<file path="src/rtl/sim_memory_arbiter.sv">
// Two-port arbiter in front of the single simulation memory port.
// Forwards the winning request in the same cycle and tracks outstanding reads
// in an in-order tag FIFO, so each read response goes back to its issuer.
module sim_memory_arbiter #(
  parameter int unsigned P_TAG_DEPTH   = 8,
  parameter int unsigned P_TAG_DEPTH_N = 3,
  parameter bit          P_FIXED_PRIO  = 1'b0
) (
  input  logic        iCLOCK,
  input  logic        inRESET,
  // requester 0
  input  logic        iREQ0_REQ,
  output logic        oREQ0_LOCK,
  input  logic [1:0]  iREQ0_ORDER,
  input  logic        iREQ0_RW,
  input  logic [25:0] iREQ0_ADDR,
  input  logic [31:0] iREQ0_DATA,
  output logic        oREQ0_VALID,
  input  logic        iREQ0_LOCK,
  output logic [63:0] oREQ0_DATA,
  // requester 1
  input  logic        iREQ1_REQ,
  output logic        oREQ1_LOCK,
  input  logic [1:0]  iREQ1_ORDER,
  input  logic        iREQ1_RW,
  input  logic [25:0] iREQ1_ADDR,
  input  logic [31:0] iREQ1_DATA,
  output logic        oREQ1_VALID,
  input  logic        iREQ1_LOCK,
  output logic [63:0] oREQ1_DATA,
  // memory port
  output logic        oMEMORY_REQ,
  input  logic        iMEMORY_LOCK,
  output logic [1:0]  oMEMORY_ORDER,
  output logic        oMEMORY_RW,
  output logic [25:0] oMEMORY_ADDR,
  output logic [31:0] oMEMORY_DATA,
  input  logic        iMEMORY_VALID,
  output logic        oMEMORY_LOCK,
  input  logic [63:0] iMEMORY_DATA,
  output logic        oERROR
);

  localparam int unsigned CNT_W = P_TAG_DEPTH_N + 1;
  localparam int unsigned PTR_W = P_TAG_DEPTH_N;

  logic                   last_q, last_d;
  logic [P_TAG_DEPTH-1:0] tag_q, tag_d;
  logic [PTR_W-1:0]       wr_ptr_q, wr_ptr_d;
  logic [PTR_W-1:0]       rd_ptr_q, rd_ptr_d;
  logic [CNT_W-1:0]       cnt_q, cnt_d;
  logic                   error_q, error_d;

  logic win1_c;
  logic full_c;
  logic empty_c;
  logic base_lock_c;
  logic acc0_c;
  logic acc1_c;
  logic push_c;
  logic pop_c;
  logic head_c;
  logic mem_lock_c;

  // Arbitration, request locks and forwarding of the winner's fields
  always_comb begin
    full_c      = (cnt_q == CNT_W'(P_TAG_DEPTH));
    empty_c     = (cnt_q == '0);
    win1_c      = iREQ1_REQ & (~iREQ0_REQ | (~P_FIXED_PRIO & ~last_q));
    base_lock_c = ~inRESET | iMEMORY_LOCK | full_c;
    oREQ0_LOCK  = base_lock_c | win1_c;
    oREQ1_LOCK  = base_lock_c | ~win1_c;
    acc0_c      = iREQ0_REQ & ~oREQ0_LOCK;
    acc1_c      = iREQ1_REQ & ~oREQ1_LOCK;
    push_c      = (acc0_c & ~iREQ0_RW) | (acc1_c & ~iREQ1_RW);
    oMEMORY_REQ   = acc0_c | acc1_c;
    oMEMORY_ORDER = win1_c ? iREQ1_ORDER : iREQ0_ORDER;
    oMEMORY_RW    = win1_c ? iREQ1_RW    : iREQ0_RW;
    oMEMORY_ADDR  = win1_c ? iREQ1_ADDR  : iREQ0_ADDR;
    oMEMORY_DATA  = win1_c ? iREQ1_DATA  : iREQ0_DATA;
  end

  // Response routing by the tag at the FIFO head; a stalled head holds the memory
  always_comb begin
    head_c       = tag_q[rd_ptr_q];
    mem_lock_c   = ~empty_c & (head_c ? iREQ1_LOCK : iREQ0_LOCK);
    oMEMORY_LOCK = mem_lock_c;
    pop_c        = iMEMORY_VALID & ~empty_c & ~mem_lock_c;
    oREQ0_VALID  = inRESET & iMEMORY_VALID & ~empty_c & ~head_c;
    oREQ1_VALID  = inRESET & iMEMORY_VALID & ~empty_c & head_c;
    oREQ0_DATA   = iMEMORY_DATA;
    oREQ1_DATA   = iMEMORY_DATA;
    oERROR       = inRESET & error_q;
  end

  // Next-state for grant history, tag FIFO and sticky error
  always_comb begin
    last_d   = last_q;
    tag_d    = tag_q;
    wr_ptr_d = wr_ptr_q;
    rd_ptr_d = rd_ptr_q;
    cnt_d    = cnt_q;
    error_d  = error_q | (iMEMORY_VALID & empty_c);
    if (acc0_c) begin
      last_d = 1'b0;
    end
    if (acc1_c) begin
      last_d = 1'b1;
    end
    if (push_c) begin
      tag_d[wr_ptr_q] = acc1_c;
      wr_ptr_d        = wr_ptr_q + PTR_W'(1);
    end
    if (pop_c) begin
      rd_ptr_d = rd_ptr_q + PTR_W'(1);
    end
    case ({push_c, pop_c})
      2'b10:   cnt_d = cnt_q + CNT_W'(1);
      2'b01:   cnt_d = cnt_q - CNT_W'(1);
      default: cnt_d = cnt_q;
    endcase
  end

  // State registers with synchronous active-low reset
  always_ff @(posedge iCLOCK) begin
    if (!inRESET) begin
      last_q   <= 1'b1;
      tag_q    <= '0;
      wr_ptr_q <= '0;
      rd_ptr_q <= '0;
      cnt_q    <= '0;
      error_q  <= 1'b0;
    end else begin
      last_q   <= last_d;
      tag_q    <= tag_d;
      wr_ptr_q <= wr_ptr_d;
      rd_ptr_q <= rd_ptr_d;
      cnt_q    <= cnt_d;
      error_q  <= error_d;
    end
  end

endmodule

</file>
<file path="config.mk">
export PLATFORM = sky130hd
export DESIGN_NAME = sim_memory_arbiter
export DESIGN_NICKNAME = d
export VERILOG_FILES = /design/src/rtl/sim_memory_arbiter.sv
export SDC_FILE = /design/constraint.sdc
export NUM_CORES = 1
export LEC_CHECK = 0
export CORE_AREA = 2 2 152 154
export CTS_BUF_LIST = sky130_fd_sc_hd__clkbuf_4
export CTS_CLUSTER_SIZE = 14
export DETAILED_ROUTE_END_ITERATION = 6
export DIE_AREA = 0 0 154 156
export PLACE_DENSITY = 0.56
export SLEW_MARGIN = 20
export SYNTH_ARGS = -nofsm -noshare
export SYNTH_HDL_FRONTEND = slang
export SYNTH_SLANG_ARGS = --single-unit
</file>
<file path="constraint.sdc">
create_clock -name iCLOCK -period 5.95 [get_ports iCLOCK]
set_clock_uncertainty 0.05 [all_clocks]
set_input_delay 0.595 -clock iCLOCK [delete_from_list [all_inputs] [get_ports iCLOCK]]
set_output_delay 0.595 -clock iCLOCK [all_outputs]
set_load 0.05 [all_outputs]
</file>
==> results.json, run 1 <==
{
  "ys_ff_latch": 20,
  "synth.top_cell.area_share_pct": 34.7,
  "setup_viol": 0,
  "cp.arrival_ns": 3.31,
  "async_reset_ff_share_pct": 0,
  "clock_path_buffers": 2,
  "clock_insertion_delay_worst_skew_ns": 0.29,
  "layout_min_cycle_time_ns": 3.95,
  "r2r_slack_ns": 2.56,
  "required_ns": 5.31,
  "grt_overflow_total": 0,
  "period_share_pct": 66.4,
  "relSlewSlack_pct": 48.7,
  "gr-usage-all-layers_pct": 6.90,
  "hold_depth": 2,
  "wl_per_cell_um": 13.2,
  "holdPathEnd": "tag_q[1]",
  "hp-class": "flip-flop to flip-flop",
  "grt_pass1_wl_um": 13200,
  "synth-edff-count": 0,
  "synth_area_leader_cell": "buf_4",
  "synth-seq-area-share_pct": 14.5,
  "mostFrequentLayoutCells": "clkdlybuf4s50_1 (197), mux2_2 (61), dfxtp_1 (20)",
  "path_max_fanout": 14,
  "cap_violations": 0,
  "portBuffers": 197,
  "cts_buffers": 3,
  "finalSetupTns_ns": 0,
  "first_iter_violations": 45,
  "synth_cell_types": 34,
  "syn_inst": 315,
  "r2r-end": "cnt_q[3]",
  "core_area_um2": 22400,
  "final.setup.worst_slack_ns": 2.00,
  "netlist_area_um2": 2770,
  "peakVddDrop_mv": 0.0640,
  "tightest_slew_ns": 0.769,
  "detailed_place_hpwl_um": 7620,
  "area_growth_pct": 49.5,
  "synth_nets": 515,
  "hold_viol": 0,
  "reg2reg_depth": 11,
  "vias": 2233,
  "maxSlewViolCount": 0,
  "ios": 390,
  "final_area_um2": 4140,
  "synthFlopType": "dfxtp_1",
  "wirelength_um": 8760,
  "dieWidth_um": 154,
  "ys_warn_count": 0,
  "layout-drive-gt1-share_pct": 18.3,
  "outcome": "finished, final reports clean",
  "dpl_cell_area_um2": 4120,
  "remaining_drc_errors": 0,
  "fmax_ghz": 0.253,
  "hold_buffers": 0,
  "ant_nets": 0,
  "final_util_pct": 18.5,
  "cts_tree": "yes",
  "final_common_cell": "clkdlybuf4s50_1",
  "die-area_um2": 24000,
  "min_from": "tag_q[1]",
  "post_cts_buffers": 0,
  "timing.rr.start": "rd_ptr_q[0]",
  "root_buffer": "clkbuf_4",
  "grt_pass1_vias": 2425,
  "place_ws_ns": 1.83,
  "initial_core_util_pct": 12.4,
  "antenna_found_initial": 0,
  "synth_area_per_cell_um2": 8.79,
  "power_leakage_nw": 1.43,
  "dr.pass1.iters": 4,
  "p_per_area_nw_per_um2": 139,
  "die_h_um": 156,
  "antenna_cells": 0,
  "rows": 55,
  "final_net_count": 580,
  "cts.htree.levels": 1,
  "synthTopCellsByArea": "buf_4 (35%), mux2_2 (25%), dfxtp_1 (14%)",
  "cts_sinks": 20,
  "critPathCaptureType": "primary output",
  "clk_pin_slew_worst_paths_ns": 0.11,
  "num-fill-cells": 2500,
  "rsz0062_at_grt": "no",
  "gp_congestion": 0.694,
  "vias_per_cell": 3.37,
  "grt_start_max_net_pins": 61,
  "power_uw": 575,
  "start_kind": "input pin",
  "crit_type": "input pin to primary output",
  "cts.repair.resized": 0
}
## layer usage
layer	part of all wire, %	vias up	track usage [%]
met3	16	6	4.61
met1	36	980	7.42
met5	0	-	0
met2	48	175	11.6
li1	-	1072	-
met4	0.16	0	0.801
## final cells by class
cell class	count	area [um2]	area share [%]
multi-input cells	148	1350	32.6
clock buffers	3	22.5	0.544
inverters	9	33.8	0.816
well taps	285	357	8.61
flip-flops and latches	20	400	9.67
repair buffers	198	1980	47.8
## cells in the mapped netlist (3+ instances only)
cell      number
xor2_1         4
a21oi_1        7
o21ai_0        3
nor2_1        12
mux2i_1        8
mux2_2        61
inv_1          8
nor4_1         5
dfxtp_1       20
ha_1           5
nand2_1       12
buf_4        128
o41ai_1        3
clkbuf_1      10
## worst max-delay path, stage by stage
cell             delay, ns
clkdlybuf4s50_1       0.72
inv_1                 0.33
a211oi_2              0.49
nand2_1               0.32
clkdlybuf4s50_1       0.84
## report_power, final
| group | internal (mW) | switching, mW | leakage [nW] |
|---|---|---|---|
| Combinational | 0.176 | 0.197 | 1.25 |
| Sequential | 0.136 | 0.00366 | 0.162 |
| Clock | 0.0235 | 0.0386 | 0.0138 |
## how the worst max path moves through the flow
stage / end / cells past startpoint / startpoint / slack (ns)
final: oREQ1_LOCK / 5 / inRESET / 2.00
after global routing: oREQ1_LOCK / 5 / inRESET / 1.72
after CTS: oREQ1_LOCK / 5 / inRESET / 1.92
after detailed placement: cnt_q[3] / 12 / inRESET / 1.83
after global placement: cnt_q[3] / 12 / inRESET / 1.90
after floorplan: cnt_q[3] / 11 / rd_ptr_q[0] / 2.90
## logic make-up (layout without fill, tap and decap cells)
family          Yosys count  count (layout)  synth area share (%)
xor+xnor                  6               6                  1.90
simple gates             42              42                  7.45
flops                    20              20                  14.5
mux                      72              72                  30.4
fa+ha+maj                 6               6                  2.98
compound gates           22              22                  5.56
buf+inv                 147             210                  37.3
## state kept, by name, indices dropped and copies added, names as in the netlist
register and count:
rd_ptr_q 3, error_q 1, wr_ptr_q 3, cnt_q 4, last_q 1, tag_q 8
## metrics by stage
| step | hold WS (ns) | std cells |
|---|---|---|
| floorplan | 0.379 | 315 |
| global placement | 0.396 | 660 |
| detailed placement | 0.402 | 660 |
| CTS | 0.417 | 663 |
| global route | 0.433 | 663 |
| finish | 0.414 | 663 |
(Power assumes the default switching activity.)
==> run 2, diff against run 1 <==
--- a/config.mk
+++ b/config.mk
@@ -5,12 +5,12 @@
 export SDC_FILE = /design/constraint.sdc
 export NUM_CORES = 1
 export LEC_CHECK = 0
-export CORE_AREA = 2 2 152 154
+export CORE_AREA = 2 2 154 156
 export CTS_BUF_LIST = sky130_fd_sc_hd__clkbuf_4
 export CTS_CLUSTER_SIZE = 14
 export DETAILED_ROUTE_END_ITERATION = 6
-export DIE_AREA = 0 0 154 156
-export PLACE_DENSITY = 0.56
+export DIE_AREA = 0 0 156 158
+export PLACE_DENSITY = 0.55
 export SLEW_MARGIN = 20
 export SYNTH_ARGS = -nofsm -noshare
 export SYNTH_HDL_FRONTEND = slang
==> constraint.sdc (replaced) <==
create_clock -name iCLOCK -period 4.1 [get_ports iCLOCK]
set_clock_uncertainty 0.05 [all_clocks]
set_input_delay 0.41 -clock iCLOCK [delete_from_list [all_inputs] [get_ports iCLOCK]]
set_output_delay 0.41 -clock iCLOCK [all_outputs]
set_load 0.05 [all_outputs]
==> run 2 against run 1 <==
Effect of this change: sequential cell count is the same; via count rose by 3.3%; count of clock-buffer cells in the layout unchanged.
==> results.json, run 2 (synthesized netlist as in run 1, its figures left out) <==
{
  "p_per_area_nw_per_um2": 217,
  "die_h_um": 158,
  "gp_congestion": 0.725,
  "cts.repair.resized": 0,
  "tightest_slew_ns": 0.770,
  "min_from": "tag_q[4]",
  "cts_buffers": 3,
  "period_share_pct": 83.8,
  "post_cts_buffers": 0,
  "critPathCaptureType": "primary output",
  "hold_depth": 2,
  "internal_power_uw": 554,
  "hold_viol": 0,
  "place_ws_ns": 0.655,
  "vias": 2307,
  "path_max_fanout": 61,
  "grt_pass1_wl_um": 14700,
  "cap_violations": 0,
  "antenna_found_initial": 1,
  "p_switching_uw": 362,
  "grt_pass1_vias": 2421,
  "ios": 390,
  "reg2reg_depth": 12,
  "gr-usage-all-layers_pct": 7.92,
  "fmax_ghz": 0.291,
  "portBuffers": 197,
  "cts.htree.levels": 1,
  "cts_tree": "yes",
  "finalSetupTns_ns": 0,
  "area_growth_pct": 52.3,
  "crit_top_cell": "clkdlybuf4s50_1",
  "required_ns": 3.64,
  "hp-class": "flip-flop to flip-flop",
  "cp_slowest_cell": "clkdlybuf4s50_1",
  "top_regs": "tag_q (8), cnt_q (4)",
  "hold_buffers": 0,
  "p_comb_share_pct": 59.7,
  "relSlewSlack_pct": 48.7,
  "outcome": "finished, final reports clean",
  "largest_register": "tag_q",
  "dieWidth_um": 156,
  "layout-drive-gt1-share_pct": 19.5,
  "timing.rr.start": "rd_ptr_q[0]",
  "clock_path_buffers": 2,
  "peakVddDrop_mv": 0.0817,
  "crit_type": "input pin to primary output",
  "start_kind": "input pin",
  "mostFrequentLayoutCells": "clkdlybuf4s50_1 (197), mux2_2 (61), dfxtp_1 (20)",
  "clk_pin_slew_worst_paths_ns": 0.12,
  "setup_viol": 0,
  "clockPowerShare_pct": 18.1,
  "dr.pass1.iters": 5,
  "final_common_cell": "clkdlybuf4s50_1",
  "first_iter_violations": 50,
  "pwr-share-seq_pct": 22.2,
  "hold_ws_ns": 0.415,
  "root_buffer": "clkbuf_4",
  "final_net_count": 585,
  "initial_core_util_pct": 12.0,
  "layout_min_cycle_time_ns": 3.43,
  "cp.arrival_ns": 2.97,
  "maxSlewViolCount": 0,
  "rsz0062_at_grt": "no",
  "detailed_place_hpwl_um": 9060,
  "wirelength_um": 10400,
  "critPathLaunch": "iREQ0_REQ",
  "ant_nets": 0,
  "power_uw": 917,
  "critical_path.cell_chain": "clkdlybuf4s50_1 -> a21boi_4 -> buf_4 -> mux2_2 -> clkdlybuf4s50_1",
  "core_area_um2": 23100,
  "rows": 56,
  "swShare_pct": 39.5,
  "cp_slowest_stage_delay_ns": 0.74,
  "cts_sinks": 20,
  "largest_reg_flops": 8,
  "remaining_drc_errors": 0,
  "grt_start_max_net_pins": 62,
  "clock_insertion_delay_worst_skew_ns": 0.30,
  "die-area_um2": 24600,
  "vias_per_cell": 3.42,
  "power_leakage_nw": 1.46,
  "grt_overflow_total": 0,
  "final.setup.worst_slack_ns": 0.666,
  "wl_per_cell_um": 15.4
}
==> run 2: changes by cell type in the layout (fill, tap and decap cells not counted), sizes merged <==
| cell | previous run | this run |
|---|---|---|
| buf | 1 | 6 |
| bufinv | 0 | 1 |
| diode | 0 | 1 |
==> run 2: routing by layer <==
metal	part of all wire, %	up-vias	GRT usage, %
li1	-	1080	-
met1	35	1005	8.06
met2	46	212	12.9
met3	17	8	5.50
met4	1.0	2	2.10
met5	0.70	-	2.90
==> run 2: worst paths after layout <==
kind	end	slack, ns
hold reg to reg	tag_q[4]	0.42
setup reg to reg	cnt_q[3]	0.92
setup / recovery	oMEMORY_DATA[8]	0.67
hold / removal	tag_q[4]	0.42
==> run 2: area by class of cell <==
class	count	area, um2
sequential	20	400
clock inverter	1	30.0
tap	290	363
timing repair buffer	203	2020
clock buffer	3	22.5
multi-input combinational	148	1350
fill	2550	18800
antenna	1	2.50
inverter	9	33.8
==> run 2: metrics by stage <==
step | instance area, um2 | util (%) | std cells
after global placement | 4160 | 18.1 | 670
after detailed placement | 4160 | 18.1 | 670
after global routing | 4220 | 18.3 | 675
after floorplan | 2770 | - | 315
final | 4220 | 18.3 | 675
after CTS | 4220 | 18.3 | 674
==> run 2: power by group through the flow <==
| stage | Sequential (mW) | Combinational (mW) | Clock (mW) |
|---|---|---|---|
| 2_1_floorplan | 0.206 | 0.635 | 0 |
| 3_3_place_gp | 0.207 | 0.549 | 0 |
| 3_5_place_dp | 0.208 | 0.549 | 0 |
| 4_1_cts | 0.203 | 0.552 | 0.172 |
| 5_1_grt | 0.204 | 0.571 | 0.178 |
| 6_report | 0.203 | 0.548 | 0.166 |
==> run 2: critical path: cells and delay by family <==
kind                   cells  cell delay [ns]
buffers and inverters      3             1.87
muxes                      1             0.43
AOI/OAI and AO/OA          1             0.24
==> run 3, diff against run 2 <==
==> constraint.sdc (replaced) <==
create_clock -name iCLOCK -period 3.2 [get_ports iCLOCK]
set_clock_uncertainty 0.05 [all_clocks]
set_input_delay 0.32 -clock iCLOCK [delete_from_list [all_inputs] [get_ports iCLOCK]]
set_output_delay 0.32 -clock iCLOCK [all_outputs]
set_load 0.05 [all_outputs]
==> run 3 against run 2 <==
Effect of this change: cell count increased by 0.44%; worst hold slack got worse by 0.0033 ns; die area unchanged; count of clock-buffer cells in the layout unchanged; sequential share of layout area increased by 0.15 points; global-route usage decreased by 0.20 points; largest cell class unchanged; highest routed layer unchanged.
==> results.json, run 3 (synthesized netlist as in run 1, its figures left out) <==
{
  "final_util_pct": 18.1,
  "antenna_found_initial": 1,
  "rows": 56,
  "initial_core_util_pct": 12.0,
  "final_common_cell": "clkdlybuf4s50_1",
  "gp_congestion": 0.746,
  "gr-usage-all-layers_pct": 7.72,
  "p_switching_uw": 457,
  "fmax_ghz": 0.331,
  "path_max_fanout": 3,
  "power_leakage_nw": 1.51,
  "vias_per_cell": 3.37,
  "cts_tree": "yes",
  "vias": 2286,
  "layout_min_cycle_time_ns": 3.02,
  "top_regs": "tag_q (8), cnt_q (4)",
  "met3_usage_pct": 5.39,
  "swShare_pct": 39.5,
  "outcome": "finished, final reports clean",
  "period_share_pct": 94.4,
  "cap_violations": 0,
  "portBuffers": 197,
  "detailed_place_hpwl_um": 8790,
  "clock_path_buffers": 2,
  "area_growth_pct": 50.4,
  "cts_buffers": 3,
  "clock_insertion_delay_worst_skew_ns": 0.30,
  "maxSlewViolCount": 0,
  "wl_per_cell_um": 14.6,
  "hp-class": "flip-flop to flip-flop",
  "dieWidth_um": 156,
  "cts_sinks": 20,
  "grt_pass1_vias": 2435,
  "final_net_count": 588,
  "clk_pin_slew_worst_paths_ns": 0.12,
  "relSlewSlack_pct": 59.0,
  "wirelength_um": 9890,
  "finalSetupTns_ns": 0,
  "largest_register": "tag_q",
  "root_buffer": "clkbuf_4",
  "setup_viol": 0,
  "use_met1_pct": 7.75,
  "ios": 390,
  "pwr-share-seq_pct": 22.5,
  "peakVddDrop_mv": 0.137,
  "hold_viol": 0,
  "grt_start_max_net_pins": 34,
  "cts.htree.levels": 1,
  "grt_overflow_total": 0,
  "remaining_drc_errors": 0,
  "tightest_slew_ns": 0.607,
  "cp.arrival_ns": 2.65,
  "layout-drive-gt1-share_pct": 30.2,
  "p_comb_share_pct": 59.6,
  "start_kind": "flip-flop",
  "clockPowerShare_pct": 17.9,
  "ant_nets": 0,
  "first_iter_violations": 26,
  "use_met2_pct": 12.6,
  "hold_buffers": 0,
  "critPathCaptureType": "primary output",
  "die-area_um2": 24600,
  "required_ns": 2.83,
  "dr.pass1.iters": 2,
  "rsz0062_at_grt": "no",
  "largest_reg_flops": 8,
  "grt_pass1_wl_um": 14400,
  "crit_type": "flip-flop to primary output",
  "core_area_um2": 23100,
  "mostFrequentLayoutCells": "clkdlybuf4s50_1 (160), mux2_2 (61), buf_4 (45)",
  "internal_power_uw": 700,
  "grt-busiest-layer": "met2",
  "p_per_area_nw_per_um2": 278,
  "die_h_um": 158
}
run 3: critical path: stages (launching register included):
cell and delay, ns:
dfxtp_2 0.37, mux4_1 0.59, mux2i_4 0.19, buf_4 0.15, nor3b_1 0.20, clkdlybuf4s50_1 0.84
run 3: area by class of cell:
type / count / area, um2
clock buffer: 3 / 22.5
fill: 2550 / 18900
multi-input combinational: 148 / 1350
tap: 290 / 363
inverter: 9 / 33.8
timing repair buffer: 206 / 1960
clock inverter: 1 / 30.0
sequential: 20 / 402
antenna: 1 / 2.50
run 3: layer usage:
layer  wire [um]  up-vias
li1            -     1092
met1        3500      979
met2        4510      205
met3        1680        8
met4         124        2
met5          69        -
run 3: worst paths after layout:
kind	to	cells after the start	slack [ns]	start
max	oREQ0_VALID	5	0.18	rd_ptr_q[0]
min	tag_q[1]	2	0.41	tag_q[1]
max reg2reg	cnt_q[3]	11	0.26	rd_ptr_q[0]
min reg2reg	tag_q[1]	2	0.41	tag_q[1]
run 3: what timing repair did:
| item | in CTS | in global routing |
|---|---|---|
| setup buffers | 0 | 0 |
| resized for setup | 0 | 2 |
| endpoints found under the hold margin | 0 | 0 |
| setup endpoints to repair | 0 | 1 |
run 3: power by group through the flow:
stage	Clock (mW)	Sequential [mW]	Combinational (mW)
after floorplan	0	0.264	0.813
after global routing	0.231	0.261	0.722
after global placement	0	0.265	0.693
final	0.208	0.260	0.689
after CTS	0.217	0.260	0.695
after detailed placement	0	0.265	0.692
run 3: per-stage QoR:
| stage | instance area [um2] | total power [mW] | worst slack (ns) | hold WS (ns) | std cells |
|---|---|---|---|---|---|
| 4_1_cts | 4160 | 1.17 | 0.110 | 0.415 | 677 |
| 5_1_grt | 4170 | 1.21 | 0.0257 | 0.431 | 678 |
| 2_1_floorplan | 2770 | 1.08 | 0.145 | 0.379 | 315 |
| 3_5_place_dp | 4110 | 0.958 | 0.140 | 0.397 | 673 |
| 6_report | 4170 | 1.16 | 0.180 | 0.412 | 678 |
| 3_3_place_gp | 4110 | 0.959 | 0.162 | 0.397 | 673 |
